<file path="src/rtl/cache_ctrl.sv">
// Direct-mapped, write-back, write-allocate cache controller.
// Sequences an external tag/valid/dirty + 128-bit data block store and a next-level memory port.
module cache_ctrl #(
  parameter int ADDR_WIDTH   = 32,
  parameter int INDEX_WIDTH  = 10,
  parameter int OFFSET_WIDTH = 4,
  parameter int TAG_WIDTH    = ADDR_WIDTH - INDEX_WIDTH - OFFSET_WIDTH,
  parameter int CNT_WIDTH    = 32
) (
  input  logic                   clk,
  input  logic                   rst_n,
  input  logic                   cpu_req,
  input  logic                   cpu_we,
  input  logic [ADDR_WIDTH-1:0]  cpu_addr,
  input  logic [3:0]             cpu_be,
  input  logic [31:0]            cpu_wdata,
  output logic [31:0]            cpu_rdata,
  output logic                   cpu_ready,
  output logic                   init_done,
  output logic                   mem_req,
  output logic                   mem_we,
  output logic [ADDR_WIDTH-1:0]  mem_addr,
  output logic [127:0]           mem_wdata,
  input  logic [127:0]           mem_rdata,
  input  logic                   mem_ack,
  output logic                   blk_en,
  output logic                   blk_we,
  output logic [INDEX_WIDTH-1:0] blk_index,
  output logic [3:0]             blk_en_word,
  output logic [3:0]             blk_en_byte,
  output logic                   blk_valid_new,
  output logic                   blk_dirty_new,
  output logic [TAG_WIDTH-1:0]   blk_tag_in,
  output logic [127:0]           blk_data_in,
  input  logic                   blk_valid,
  input  logic                   blk_dirty,
  input  logic [TAG_WIDTH-1:0]   blk_tag,
  input  logic [127:0]           blk_data,
  output logic [CNT_WIDTH-1:0]   hit_cnt,
  output logic [CNT_WIDTH-1:0]   miss_cnt
);

  typedef enum logic [2:0] {
    S_INIT, S_IDLE, S_LOOKUP, S_WB, S_FETCH, S_FILL
  } state_t;

  localparam logic [INDEX_WIDTH-1:0] LAST_INDEX = '1;
  localparam logic [CNT_WIDTH-1:0]   CNT_MAX    = '1;

  state_t state, state_next;

  logic                   started;
  logic                   nop_ack;
  logic [INDEX_WIDTH-1:0] init_idx;

  logic [TAG_WIDTH-1:0]   req_tag;
  logic [INDEX_WIDTH-1:0] req_index;
  logic [1:0]             req_word;
  logic                   req_we;
  logic [3:0]             req_be;
  logic [31:0]            req_wdata;

  logic [TAG_WIDTH-1:0]   victim_tag;
  logic [127:0]           victim_data;
  logic [127:0]           fill_line;

  logic is_nop, accept, hit, dirty_miss;
  logic unused_addr_bits;

  assign unused_addr_bits = ^cpu_addr[1:0];

  // While a be=0 completion pulse is out, only another be=0 store may be taken,
  // so cpu_ready is never high on two consecutive cycles for any other pairing.
  assign is_nop     = cpu_we && (cpu_be == 4'b0000);
  assign accept     = (state == S_IDLE) && cpu_req && (is_nop || !nop_ack);
  assign hit        = blk_valid && (blk_tag == req_tag);
  assign dirty_miss = !hit && blk_valid && blk_dirty;

  function automatic logic [127:0] merge_word(input logic [127:0] line,
                                              input logic [1:0]   word,
                                              input logic [3:0]   be,
                                              input logic [31:0]  data);
    logic [127:0] res;
    res = line;
    for (int b = 0; b < 4; b++) begin
      if (be[b]) res[int'(word)*32 + b*8 +: 8] = data[b*8 +: 8];
    end
    return res;
  endfunction

  always_comb begin
    // NOTE: every output gets a default first so no path through the case infers a latch.
    state_next    = state;
    cpu_ready     = nop_ack;
    cpu_rdata     = '0;
    mem_req       = 1'b0;
    mem_we        = 1'b0;
    mem_addr      = '0;
    mem_wdata     = '0;
    blk_en        = 1'b0;
    blk_we        = 1'b0;
    blk_index     = req_index;
    blk_en_word   = 4'b0000;
    blk_en_byte   = 4'b0000;
    blk_valid_new = 1'b0;
    blk_dirty_new = 1'b0;
    blk_tag_in    = '0;
    blk_data_in   = '0;

    unique case (state)
      S_INIT: begin
        if (started) begin
          blk_en      = 1'b1;
          blk_we      = 1'b1;
          blk_index   = init_idx;
          blk_en_word = 4'b1111;
          blk_en_byte = 4'b1111;
          if (init_idx == LAST_INDEX) state_next = S_IDLE;
        end
      end

      S_IDLE: begin
        blk_index = cpu_addr[OFFSET_WIDTH +: INDEX_WIDTH];
        if (accept && !is_nop) begin
          blk_en     = 1'b1;
          state_next = S_LOOKUP;
        end
      end

      S_LOOKUP: begin
        if (hit) begin
          cpu_ready  = 1'b1;
          state_next = S_IDLE;
          if (req_we) begin
            blk_en        = 1'b1;
            blk_we        = 1'b1;
            blk_en_word   = 4'b0001 << req_word;
            blk_en_byte   = req_be;
            blk_valid_new = 1'b1;
            blk_dirty_new = 1'b1;
            blk_tag_in    = req_tag;
            blk_data_in   = {4{req_wdata}};
          end else begin
            cpu_rdata = blk_data[{req_word, 5'd0} +: 32];
          end
        end else if (dirty_miss) begin
          state_next = S_WB;
        end else begin
          state_next = S_FETCH;
        end
      end

      S_WB: begin
        mem_req   = 1'b1;
        mem_we    = 1'b1;
        mem_addr  = {victim_tag, req_index, {OFFSET_WIDTH{1'b0}}};
        mem_wdata = victim_data;
        if (mem_ack) state_next = S_FETCH;
      end

      S_FETCH: begin
        mem_req  = 1'b1;
        mem_addr = {req_tag, req_index, {OFFSET_WIDTH{1'b0}}};
        if (mem_ack) state_next = S_FILL;
      end

      S_FILL: begin
        blk_en        = 1'b1;
        blk_we        = 1'b1;
        blk_en_word   = 4'b1111;
        blk_en_byte   = 4'b1111;
        blk_valid_new = 1'b1;
        blk_tag_in    = req_tag;
        cpu_ready     = 1'b1;
        state_next    = S_IDLE;
        if (req_we) begin
          blk_data_in   = merge_word(fill_line, req_word, req_be, req_wdata);
          blk_dirty_new = 1'b1;
        end else begin
          blk_data_in = fill_line;
          cpu_rdata   = fill_line[{req_word, 5'd0} +: 32];
        end
      end

      default: state_next = S_INIT;
    endcase
  end

  // NOTE: the block store has no reset of its own; its valid bits are cleared by the
  // INIT sweep, and only the registers in this controller are reset by rst_n.
  always_ff @(posedge clk or negedge rst_n) begin
    if (!rst_n) begin
      state       <= S_INIT;
      started     <= 1'b0;
      nop_ack     <= 1'b0;
      init_idx    <= '0;
      init_done   <= 1'b0;
      req_tag     <= '0;
      req_index   <= '0;
      req_word    <= '0;
      req_we      <= 1'b0;
      req_be      <= '0;
      req_wdata   <= '0;
      victim_tag  <= '0;
      victim_data <= '0;
      fill_line   <= '0;
      hit_cnt     <= '0;
      miss_cnt    <= '0;
    end else begin
      // NOTE: non-blocking assignments so every register updates from pre-edge values.
      state   <= state_next;
      started <= 1'b1;
      nop_ack <= accept && is_nop;

      if (state == S_INIT && started) begin
        init_idx <= init_idx + 1'b1;
        if (init_idx == LAST_INDEX) init_done <= 1'b1;
      end

      if (accept) begin
        req_tag   <= cpu_addr[ADDR_WIDTH-1 -: TAG_WIDTH];
        req_index <= cpu_addr[OFFSET_WIDTH +: INDEX_WIDTH];
        req_word  <= cpu_addr[3:2];
        req_we    <= cpu_we;
        req_be    <= cpu_be;
        req_wdata <= cpu_wdata;
      end

      // Stored line is only presented during LOOKUP, so the victim is captured there.
      if (state == S_LOOKUP && dirty_miss) begin
        victim_tag  <= blk_tag;
        victim_data <= blk_data;
      end

      if (state == S_FETCH && mem_ack) fill_line <= mem_rdata;

      if (state == S_LOOKUP && hit && hit_cnt != CNT_MAX) hit_cnt <= hit_cnt + 1'b1;
      if (state == S_FILL && miss_cnt != CNT_MAX) miss_cnt <= miss_cnt + 1'b1;
    end
  end

endmodule

</file>
<file path="config.mk">
export PLATFORM = sky130hd
export DESIGN_NAME = cache_ctrl
export DESIGN_NICKNAME = d
export VERILOG_FILES = /design/src/rtl/cache_ctrl.sv
export SDC_FILE = /design/constraint.sdc
export NUM_CORES = 1
export LEC_CHECK = 0
export ABC_AREA = 1
export ABC_CLOCK_PERIOD_IN_PS = 6850
export CAP_MARGIN = 20
export CORE_AREA = 2 2 305 307
export DETAILED_ROUTE_END_ITERATION = 16
export DIE_AREA = 0 0 307 309
export SYNTH_ARGS = -nofsm -noshare
export SYNTH_HDL_FRONTEND = slang
export SYNTH_SLANG_ARGS = --single-unit
</file>
<file path="constraint.sdc">
create_clock -name clk -period 6.85 [get_ports clk]
set_input_delay 1.0275 -clock clk [delete_from_list [all_inputs] [get_ports clk]]
set_output_delay 1.0275 -clock clk [all_outputs]
set_load 0.01 [all_outputs]
</file>
==> results of run 1 <==
cell usage after synthesis (2+ instances only):
library cell / count / area [um2]
nor3_2: 3 / 30.0
nand3b_1: 3 / 22.5
dfrtp_1: 421 / 10500
buf_2: 51 / 255
nor3_1: 30 / 150
mux2_2: 83 / 935
o211ai_1: 87 / 653
clkbuf_1: 136 / 510
nand3_1: 185 / 926
nand3_2: 2 / 20.0
buf_1: 11 / 41.3
a21oi_1: 105 / 526
xor2_1: 46 / 403
nor4_1: 3 / 18.8
buf_4: 11 / 82.6
o21ai_0: 427 / 2140
conb_1: 2 / 7.51
inv_1: 289 / 1080
o22ai_1: 77 / 482
clkinv_1: 3 / 11.3
inv_2: 12 / 45.0
nand2_2: 2 / 12.5
nand4_1: 18 / 113
o21bai_1: 2 / 15.0
nor2_1: 385 / 1450
ha_1: 9 / 113
nor2_2: 4 / 25.0
nand2_1: 863 / 3240
o21ai_1: 12 / 60.1
xnor2_1: 29 / 254
sequential cells by signal, summed over array words and instances, names as in the netlist, 10 cells and up:
| register | flops |
|---|---|
| fill_line | 128 |
| victim_tag | 18 |
| req_tag | 18 |
| miss_cnt | 32 |
| req_index | 10 |
| hit_cnt | 32 |
| req_wdata | 32 |
| victim_data | 128 |
| init_idx | 10 |
cell families after synthesis:
family | Yosys count | share of synthesized area, %
AND/OR/NAND/NOR | 1502 | 24.9
XOR/XNOR | 75 | 2.71
AO/OA/AOI/OAI | 713 | 16.1
flip-flops | 421 | 43.5
adder cells (fa/ha/maj) | 9 | 0.465
other | 2 | 0.0310
multiplexers | 83 | 3.86
buffers and inverters | 515 | 8.45
worst max-delay path, stage by stage:
cell             delay (ns)
clkdlybuf4s50_1        0.50
xnor2_1                0.12
nand2_1                0.07
nor2_1                 0.32
nand4_2                0.14
buf_4                  0.18
nor2_4                 0.09
nand2_2                0.37
clkinv_2               0.64
nand2_1                0.29
nand2_1                0.13
clkdlybuf4s50_1        0.69
layout make-up:
type	count	area, um2
fillers	9450	56400
multi-input cells	2387	11700
flip-flops and latches	421	10500
repair buffers	806	8100
clock buffers	78	1550
well taps	1186	1480
inverters	305	1160
clock inverters	22	405
diodes	17	42.5
worst paths after layout:
kind                            cells after the start           from  slack (ns)               to
worst max-delay path                               12    blk_tag[12]        1.15  blk_data_in[29]
worst min-delay path                                2  victim_tag[6]        0.48    victim_tag[6]
worst max register to register                      6       state[0]        3.57  victim_data[38]
worst min register to register                      2  victim_tag[6]        0.48    victim_tag[6]
max in group asynchronous                           2          rst_n        4.89     req_wdata[4]
min in group asynchronous                           1          rst_n        0.50      hit_cnt[17]
metal layers:
| layer | track usage (%) | vias up |
|---|---|---|
| li1 | - | 12100 |
| met1 | 33.9 | 12700 |
| met2 | 40.6 | 1213 |
| met3 | 5.91 | 243 |
| met4 | 12.4 | 16 |
| met5 | 0 | - |
through the flow:
step / setup slack [ns] / hold slack [ns]
after CTS: 1.08 / 0.484
final: 1.15 / 0.482
after global routing: 0.917 / 0.509
after global placement: 1.16 / 0.461
after floorplan: 3.49 / 0.453
after detailed placement: 1.08 / 0.467
where the power goes:
| part | internal [W] | switching (W) |
|---|---|---|
| combinational | 0.000297 | 0.000413 |
| clock | 0.00198 | 0.00122 |
| sequential | 0.00253 | 0.0000512 |
| total | 0.00481 | 0.00169 |
==> results.sh, run 1 <==
export IMPL_status="complete, no violations"
export IMPL_post_drt_via_cell_ratio=5.05
export IMPL_worstSkewPairLatency_ns=0.62
export IMPL_grt_antenna_before_repair=27
export IMPL_ys_dominant_reg_cell="dfrtp_1"
export IMPL_io_pin_count=777
export IMPL_drtIter0Drc=2496
export IMPL_drv_max_cap_violation_count=0
export IMPL_yosys_warnings=0
export IMPL_hold_viol_final=0
export IMPL_post_route_cells_drive_above_1_share_pct=5.95
export IMPL_min_period_ns=5.70
export IMPL_rsz0062_at_grt="false"
export IMPL_htree_num_levels=2
export IMPL_setup_total_negative_slack_ns=0
export IMPL_port_buffer_count=770
export IMPL_final_setup_fails=0
export IMPL_fp_dieH_um=309
export IMPL_synth_sequential_area_ratio_pct=43.5
export IMPL_detail_route_antenna_nets=0
export IMPL_grt_first_pass_wirelength_um=180000
export IMPL_ys_ff_latch=421
export IMPL_num_vias=26300
export IMPL_max_slew_worst_pin_slew_ns=1.12
export IMPL_postLayoutCoreUtil_pct=38.3
export IMPL_yosys_cell_types_count=39
export IMPL_drt_total_wl_um=128000
export IMPL_fin_crit_sh_pct=83.2
export IMPL_post_route_cell_area_um2=35000
export IMPL_synth_edff_count=0
export IMPL_skew_ns=0.0208
export IMPL_area_growth_syn_to_layout_pct=44.3
export IMPL_grt_start_max_net_pins=158
export IMPL_grt_use_total_pct=26.0
export IMPL_aggregate_global_routing_overflow=0
export IMPL_detailed_place_area_um2=32900
export IMPL_cts_sinks=421
export IMPL_met3_wire_len_um=10000
export IMPL_cts_tree="done"
export IMPL_clock_tree_root_cell="clkbuf_16"
export IMPL_cp_end_kind="output port"
export IMPL_met2_layer_wire_length_in_the_routed_design_um=57800
export IMPL_layout_cells_most_common="nand2_1"
export IMPL_dieWidth_um=307
export IMPL_dp_hpwl_um=96700
export IMPL_critical_path_startpoint_type="primary input"
export IMPL_coreArea_um2=91400
export IMPL_rows=111
export IMPL_count_of_cells_resized_by_post_cts_repair=0
export IMPL_design_final_nets=4332
export IMPL_post_synth_cell_area_avg_um2=7.30
export IMPL_fmaxAchievable_ghz=0.175
export IMPL_cts_buffers_inserted=53
export IMPL_most_common_layout_cells="nand2_1 (862), clkdlybuf4s50_1 (769), o21ai_0 (427)"
export IMPL_routedLengthMet1_um=54000
export IMPL_power_per_cell_area_nw_per_um2=186
export IMPL_hold_buffers=0
export IMPL_total_power_w=0.00650
export IMPL_clkSlewWorstSetupHoldPaths_ns=0.06
export IMPL_initial_core_util_pct=26.5
export IMPL_number_of_max_slew_violations_in_the_final_report=0
export IMPL_maxUsedRoutingLayer="met5"
export IMPL_first_global_vias=25200
export IMPL_routabilityCongestion=0.945
export IMPL_layoutNonFillerInstCount=5222
export IMPL_critical_path_arrival_ns=4.67
export IMPL_static_leakage_nw=15.9
export IMPL_dp_cells=5103
export IMPL_cp_data_required_time_ns=5.82
export IMPL_max_clock_path_buffers=3
export IMPL_worst_setup_path_type="in2out"
export IMPL_design_die_area_um2=94900
export IMPL_worst_vdd_drop_uv=169
export IMPL_drt_first_pass_iters=8
export IMPL_hold_class="reg2reg"
export IMPL_cp_max_fo=36
export IMPL_route_detailed_drc=0
export IMPL_number_of_instances_in_the_synthesized_netlist=3320
export IMPL_routed_wire_length_per_instance_um=24.5
export IMPL_synth_async_sr_flop_share_pct=100
export IMPL_post_cts_setup_buffer_count=0
export IMPL_mappedNetlistArea_um2=24200
export IMPL_maxSlewHeadroom_pct=25.3
No activity file was read; power rests on OpenSTA's default activity.
==> inputs of run 2 (changes only) <==
--- a/config.mk
+++ b/config.mk
@@ -6,7 +6,7 @@
 export NUM_CORES = 1
 export LEC_CHECK = 0
 export ABC_AREA = 1
-export ABC_CLOCK_PERIOD_IN_PS = 6850
+export ABC_CLOCK_PERIOD_IN_PS = 5050
 export CAP_MARGIN = 20
 export CORE_AREA = 2 2 305 307
 export DETAILED_ROUTE_END_ITERATION = 16
==> constraint.sdc (replaced) <==
create_clock -name clk -period 5.05 [get_ports clk]
set_input_delay 0.7575 -clock clk [delete_from_list [all_inputs] [get_ports clk]]
set_output_delay 0.7575 -clock clk [all_outputs]
set_load 0.01 [all_outputs]
==> results.sh, run 2 (synthesis gave the netlist of run 1 again) <==
export IMPL_status="complete, no violations"
export IMPL_fmaxAchievable_ghz=0.217
export IMPL_htree_num_levels=2
export IMPL_worstSkewPairLatency_ns=0.62
export IMPL_worst_vdd_drop_uv=239
export IMPL_total_power_w=0.00868
export IMPL_design_die_area_um2=94900
export IMPL_setup_total_negative_slack_ns=0
export IMPL_hold_viol_final=0
export IMPL_worstPathCellList="inv_6, buf_4, o21ai_0, o22ai_1, buf_4, nand3_1, o21ai_0, clkdlybuf4s50_1"
export IMPL_design_final_nets=4366
export IMPL_critical_path_arrival_ns=3.86
export IMPL_clock_tree_root_cell="clkbuf_16"
export IMPL_regToRegSetupSlack_ns=1.99
export IMPL_critical_path_slowest_cell="clkdlybuf4s50_1"
export IMPL_layoutNonFillerInstCount=5248
export IMPL_drtIter0Drc=2470
export IMPL_grt_use_total_pct=26.2
export IMPL_dp_cells=5139
export IMPL_count_of_cells_resized_by_post_cts_repair=0
export IMPL_port_buffer_count=770
export IMPL_number_of_max_slew_violations_in_the_final_report=0
export IMPL_drt_total_wl_um=129000
export IMPL_fin_crit_sh_pct=91.4
export IMPL_power_per_cell_area_nw_per_um2=247
export IMPL_post_route_cells_drive_above_1_share_pct=6.99
export IMPL_cts_tree="done"
export IMPL_cts_buffers_inserted=53
export IMPL_fp_dieH_um=309
export IMPL_initial_core_util_pct=26.5
export IMPL_cp_data_required_time_ns=4.29
export IMPL_skew_ns=0.0229
export IMPL_biggest_registers_after_layout="fill_line: 128 flops, victim_data: 128 flops"
export IMPL_post_cts_setup_buffer_count=0
export IMPL_final_setup_fails=0
export IMPL_grt_antenna_before_repair=29
export IMPL_coreArea_um2=91400
export IMPL_hold_buffers=0
export IMPL_grt_first_pass_wirelength_um=181000
export IMPL_route_detailed_drc=0
export IMPL_layout_cells_most_common="nand2_1"
export IMPL_most_common_layout_cells="nand2_1 (862), clkdlybuf4s50_1 (759), o21ai_0 (427)"
export IMPL_max_clock_path_buffers=3
export IMPL_drv_max_cap_violation_count=0
export IMPL_critical_path_max_stage_delay_ns=0.63
export IMPL_dieWidth_um=307
export IMPL_detail_route_antenna_nets=0
export IMPL_hold_class="in2async"
export IMPL_min_period_ns=4.62
export IMPL_worst_setup_path_type="reg2out"
export IMPL_area_growth_syn_to_layout_pct=45.3
export IMPL_num_vias=26300
export IMPL_aggregate_global_routing_overflow=0
export IMPL_cp_end_kind="output port"
export IMPL_cts_sinks=421
export IMPL_num_fill_cells=9526
export IMPL_routabilityCongestion=0.942
export IMPL_max_slew_worst_pin_slew_ns=0.829
export IMPL_rows=111
export IMPL_grt_start_max_net_pins=115
export IMPL_critical_path_startpoint_type="flop"
export IMPL_io_pin_count=777
export IMPL_routed_wire_length_per_instance_um=24.6
export IMPL_clkSlewWorstSetupHoldPaths_ns=0.06
export IMPL_rsz0062_at_grt="false"
export IMPL_first_global_vias=25200
export IMPL_post_drt_via_cell_ratio=5.02
export IMPL_dp_hpwl_um=99000
export IMPL_maxSlewHeadroom_pct=44.7
export IMPL_static_leakage_nw=16.0
export IMPL_cp_max_fo=33
export IMPL_drt_first_pass_iters=5
## run 2: critical path: cells and delay by family (launching register included)
family / cells / cell delay (ns)
buffers and inverters: 4 / 1.53
AND/OR/NAND/NOR: 1 / 0.17
AO/OA/AOI/OAI: 3 / 0.94
flip-flops: 1 / 0.55
## run 2: final cells by class
class / instances / area [um2] / area share (%)
antenna: 13 / 32.5 / 0.0924
clock buffer: 74 / 1540 / 4.37
clock inverter: 22 / 359 / 1.02
inverter: 305 / 1160 / 3.31
multi-input combinational: 2387 / 11700 / 33.2
sequential: 421 / 10500 / 30.0
tap: 1186 / 1480 / 4.22
timing repair buffer: 840 / 8400 / 23.9
## run 2: where the power goes
part / internal (W) / switching [W] / leakage [nW] / total [W]
clock: 0.00258 / 0.00163 / 0.928 / 0.00421
combinational: 0.000416 / 0.000557 / 10.3 / 0.000973
sequential: 0.00343 / 0.0000706 / 4.79 / 0.00350
total: 0.00643 / 0.00226 / 16.0 / 0.00868
## run 2: routing by layer
| metal | share of wire, % | global-route usage (%) | vias to the layer above | routed length [um] |
|---|---|---|---|---|
| li1 | - | - | 12200 | - |
| met2 | 45 | 41.4 | 1193 | 58100 |
| met4 | 4.9 | 12.5 | 20 | 6320 |
| met5 | 0.10 | 0 | - | 129 |
| met3 | 7.3 | 5.52 | 229 | 9470 |
| met1 | 43 | 34.3 | 12700 | 55000 |
## run 2: worst paths after layout
kind / start / end / depth (start not counted)
worst max-delay path: req_word[0] / cpu_rdata[6] / 8
worst min-delay path: rst_n / hit_cnt[3] / 1
worst max register to register: state[0] / victim_data[38] / 6
worst min register to register: init_done / init_done / 1
max in group asynchronous: rst_n / fill_line[44] / 2
min in group clk: init_done / init_done / 1
## run 2: stage by stage
step / util (%) / setup slack [ns] / hold slack, ns / instance area (um2)
4_1_cts: 38.5 / 0.361 / 0.174 / 35200
5_1_grt: 38.5 / 0.308 / 0.198 / 35200
3_5_place_dp: 36.4 / 0.594 / 0.465 / 33300
6_report: 38.5 / 0.432 / 0.168 / 35200
3_3_place_gp: 36.4 / 0.624 / 0.459 / 33300
2_1_floorplan: - / 1.96 / 0.453 / 24200
==> inputs of run 3 (changes only) <==
--- a/config.mk
+++ b/config.mk
@@ -7,10 +7,10 @@
 export LEC_CHECK = 0
 export ABC_AREA = 1
 export ABC_CLOCK_PERIOD_IN_PS = 5050
-export CAP_MARGIN = 20
 export CORE_AREA = 2 2 305 307
 export DETAILED_ROUTE_END_ITERATION = 16
 export DIE_AREA = 0 0 307 309
+export PLACE_DENSITY_LB_ADDON = 0.25
 export SYNTH_ARGS = -nofsm -noshare
 export SYNTH_HDL_FRONTEND = slang
 export SYNTH_SLANG_ARGS = --single-unit
==> results.sh, run 3 (synthesis gave the netlist of run 1 again) <==
export IMPL_biggest_registers_after_layout="fill_line: 128 flops, victim_data: 128 flops"
export IMPL_setup_total_negative_slack_ns=0
export IMPL_final_setup_fails=0
export IMPL_min_period_ns=4.72
export IMPL_drt_first_pass_iters=6
export IMPL_fmaxAchievable_ghz=0.212
export IMPL_static_leakage_nw=16.0
export IMPL_fp_dieH_um=309
export IMPL_design_final_nets=4363
export IMPL_io_pin_count=777
export IMPL_worst_setup_path_type="reg2out"
export IMPL_coreArea_um2=91400
export IMPL_grt_start_max_net_pins=149
export IMPL_grt_antenna_before_repair=24
export IMPL_skew_ns=0.0308
export IMPL_status="complete, no violations"
export IMPL_routabilityCongestion=0.955
export IMPL_most_common_layout_cells="nand2_1 (862), clkdlybuf4s50_1 (761), o21ai_0 (427)"
export IMPL_port_buffer_count=770
export IMPL_hold_viol_final=0
export IMPL_grt_use_total_pct=25.7
export IMPL_routed_wire_length_per_instance_um=24.1
export IMPL_timing_rr_end="fill_line[125]"
export IMPL_cts_sinks=421
export IMPL_hold_class="in2async"
export IMPL_dp_hpwl_um=97000
export IMPL_cp_max_fo=53
export IMPL_total_area_of_multi_input_combinational_cells_um2=11700
export IMPL_area_growth_syn_to_layout_pct=45.1
export IMPL_layout_cells_most_common="nand2_1"
export IMPL_num_vias=26000
export IMPL_cts_tree="done"
export IMPL_critical_path_max_stage_delay_ns=0.84
export IMPL_drtIter0Drc=2270
export IMPL_num_fill_cells=9712
export IMPL_cp_end_kind="output port"
export IMPL_maxSlewHeadroom_pct=29.5
export IMPL_critical_register_to_register_path_startpoint="state[0]"
export IMPL_regToRegSetupSlack_ns=1.98
export IMPL_worstPathCellList="inv_6, ha_1, inv_1, nor2_1, o21ai_0, o211ai_1, nand2_1, clkdlybuf4s50_1"
export IMPL_route_detailed_drc=0
export IMPL_worstSkewPairLatency_ns=0.64
export IMPL_post_drt_via_cell_ratio=4.96
export IMPL_aggregate_global_routing_overflow=0
export IMPL_first_global_vias=25000
export IMPL_cp_data_required_time_ns=4.29
export IMPL_design_die_area_um2=94900
export IMPL_fin_crit_sh_pct=93.5
export IMPL_clkSlewWorstSetupHoldPaths_ns=0.06
export IMPL_dieWidth_um=307
export IMPL_critical_path_startpoint_type="flop"
export IMPL_drt_total_wl_um=126000
export IMPL_grt_first_pass_wirelength_um=179000
export IMPL_rows=111
export IMPL_rsz0062_at_grt="false"
export IMPL_detail_route_antenna_nets=0
export IMPL_drv_max_cap_violation_count=0
export IMPL_worst_vdd_drop_uv=231
export IMPL_critical_path_slowest_cell="nor2_1"
export IMPL_postLayoutCoreUtil_pct=38.5
export IMPL_cts_buffers_inserted=54
export IMPL_register_area_um2=10500
export IMPL_post_route_cells_drive_above_1_share_pct=7.01
export IMPL_count_of_cells_resized_by_post_cts_repair=0
export IMPL_worstPathBufferInverterCount=3
export IMPL_max_slew_worst_pin_slew_ns=1.05
export IMPL_power_per_cell_area_nw_per_um2=244
export IMPL_hold_buffers=0
export IMPL_number_of_max_slew_violations_in_the_final_report=0
export IMPL_htree_num_levels=2
export IMPL_post_cts_setup_buffer_count=0
export IMPL_clock_tree_root_cell="clkbuf_16"
export IMPL_reg2regPathDepth=6
export IMPL_initial_core_util_pct=26.5
export IMPL_critical_path_arrival_ns=3.96
export IMPL_critical_path_top_delay_family="buffers and inverters"
export IMPL_crit_cells=8
export IMPL_max_clock_path_buffers=3
[run 3: worst reg2reg max path, stage by stage (launching register included)]
cell and delay [ns]:
dfrtp_1 0.58, nor2_1 0.09, nand2_1 0.60, inv_1 0.21
nand2_4 0.58, buf_12 0.42, mux2_2 0.48
[run 3: worst max path at each step]
| stage | from | to | slack [ns] |
|---|---|---|---|
| finish | req_word[0] | blk_data_in[72] | 0.33 |
| global placement | blk_tag[13] | blk_data_in[4] | 0.53 |
| CTS | req_word[0] | blk_data_in[72] | 0.24 |
| detailed placement | blk_tag[13] | cpu_rdata[4] | 0.52 |
| global route | req_word[0] | blk_data_in[4] | 0.09 |
| floorplan | req_word[1] | blk_data_in[32] | 1.96 |
[run 3: per-layer routing]
layer	up-vias	share of wire, %	track usage, %
met2	1126	47	42.6
met3	204	7.5	5.47
met4	16	3.6	8.88
met1	12500	42	33.2
li1	12200	-	-
met5	-	0.082	0
[run 3: power breakdown]
part	internal [W]	leakage, nW	switching [W]
Clock	0.00245	0.923	0.00168
Sequential	0.00343	4.79	0.0000737
Combinational	0.000412	10.3	0.000550
[run 3: final cells by class]
type                            count  area share (%)
Multi-Input combinational cell   2387            33.2
Sequential cell                   421            30.0
Timing Repair Buffer              836            23.8
Clock buffer                       79            4.66
Tap cell                         1186            4.22
Inverter                          305            3.32
Clock inverter                     21           0.708
Antenna cell                        9          0.0641
[run 3: per-stage QoR]
stage               hold WS (ns)  power, W  cells  worst slack (ns)  cell area [um2]
floorplan                  0.453   0.00387   3323              1.96            24200
global placement           0.460   0.00453   5135             0.526            33200
detailed placement         0.472   0.00453   5135             0.515            33200
CTS                        0.158   0.00870   5235             0.242            35100
global route               0.174   0.00890   5243            0.0950            35200
finish                     0.126   0.00859   5244             0.330            35200
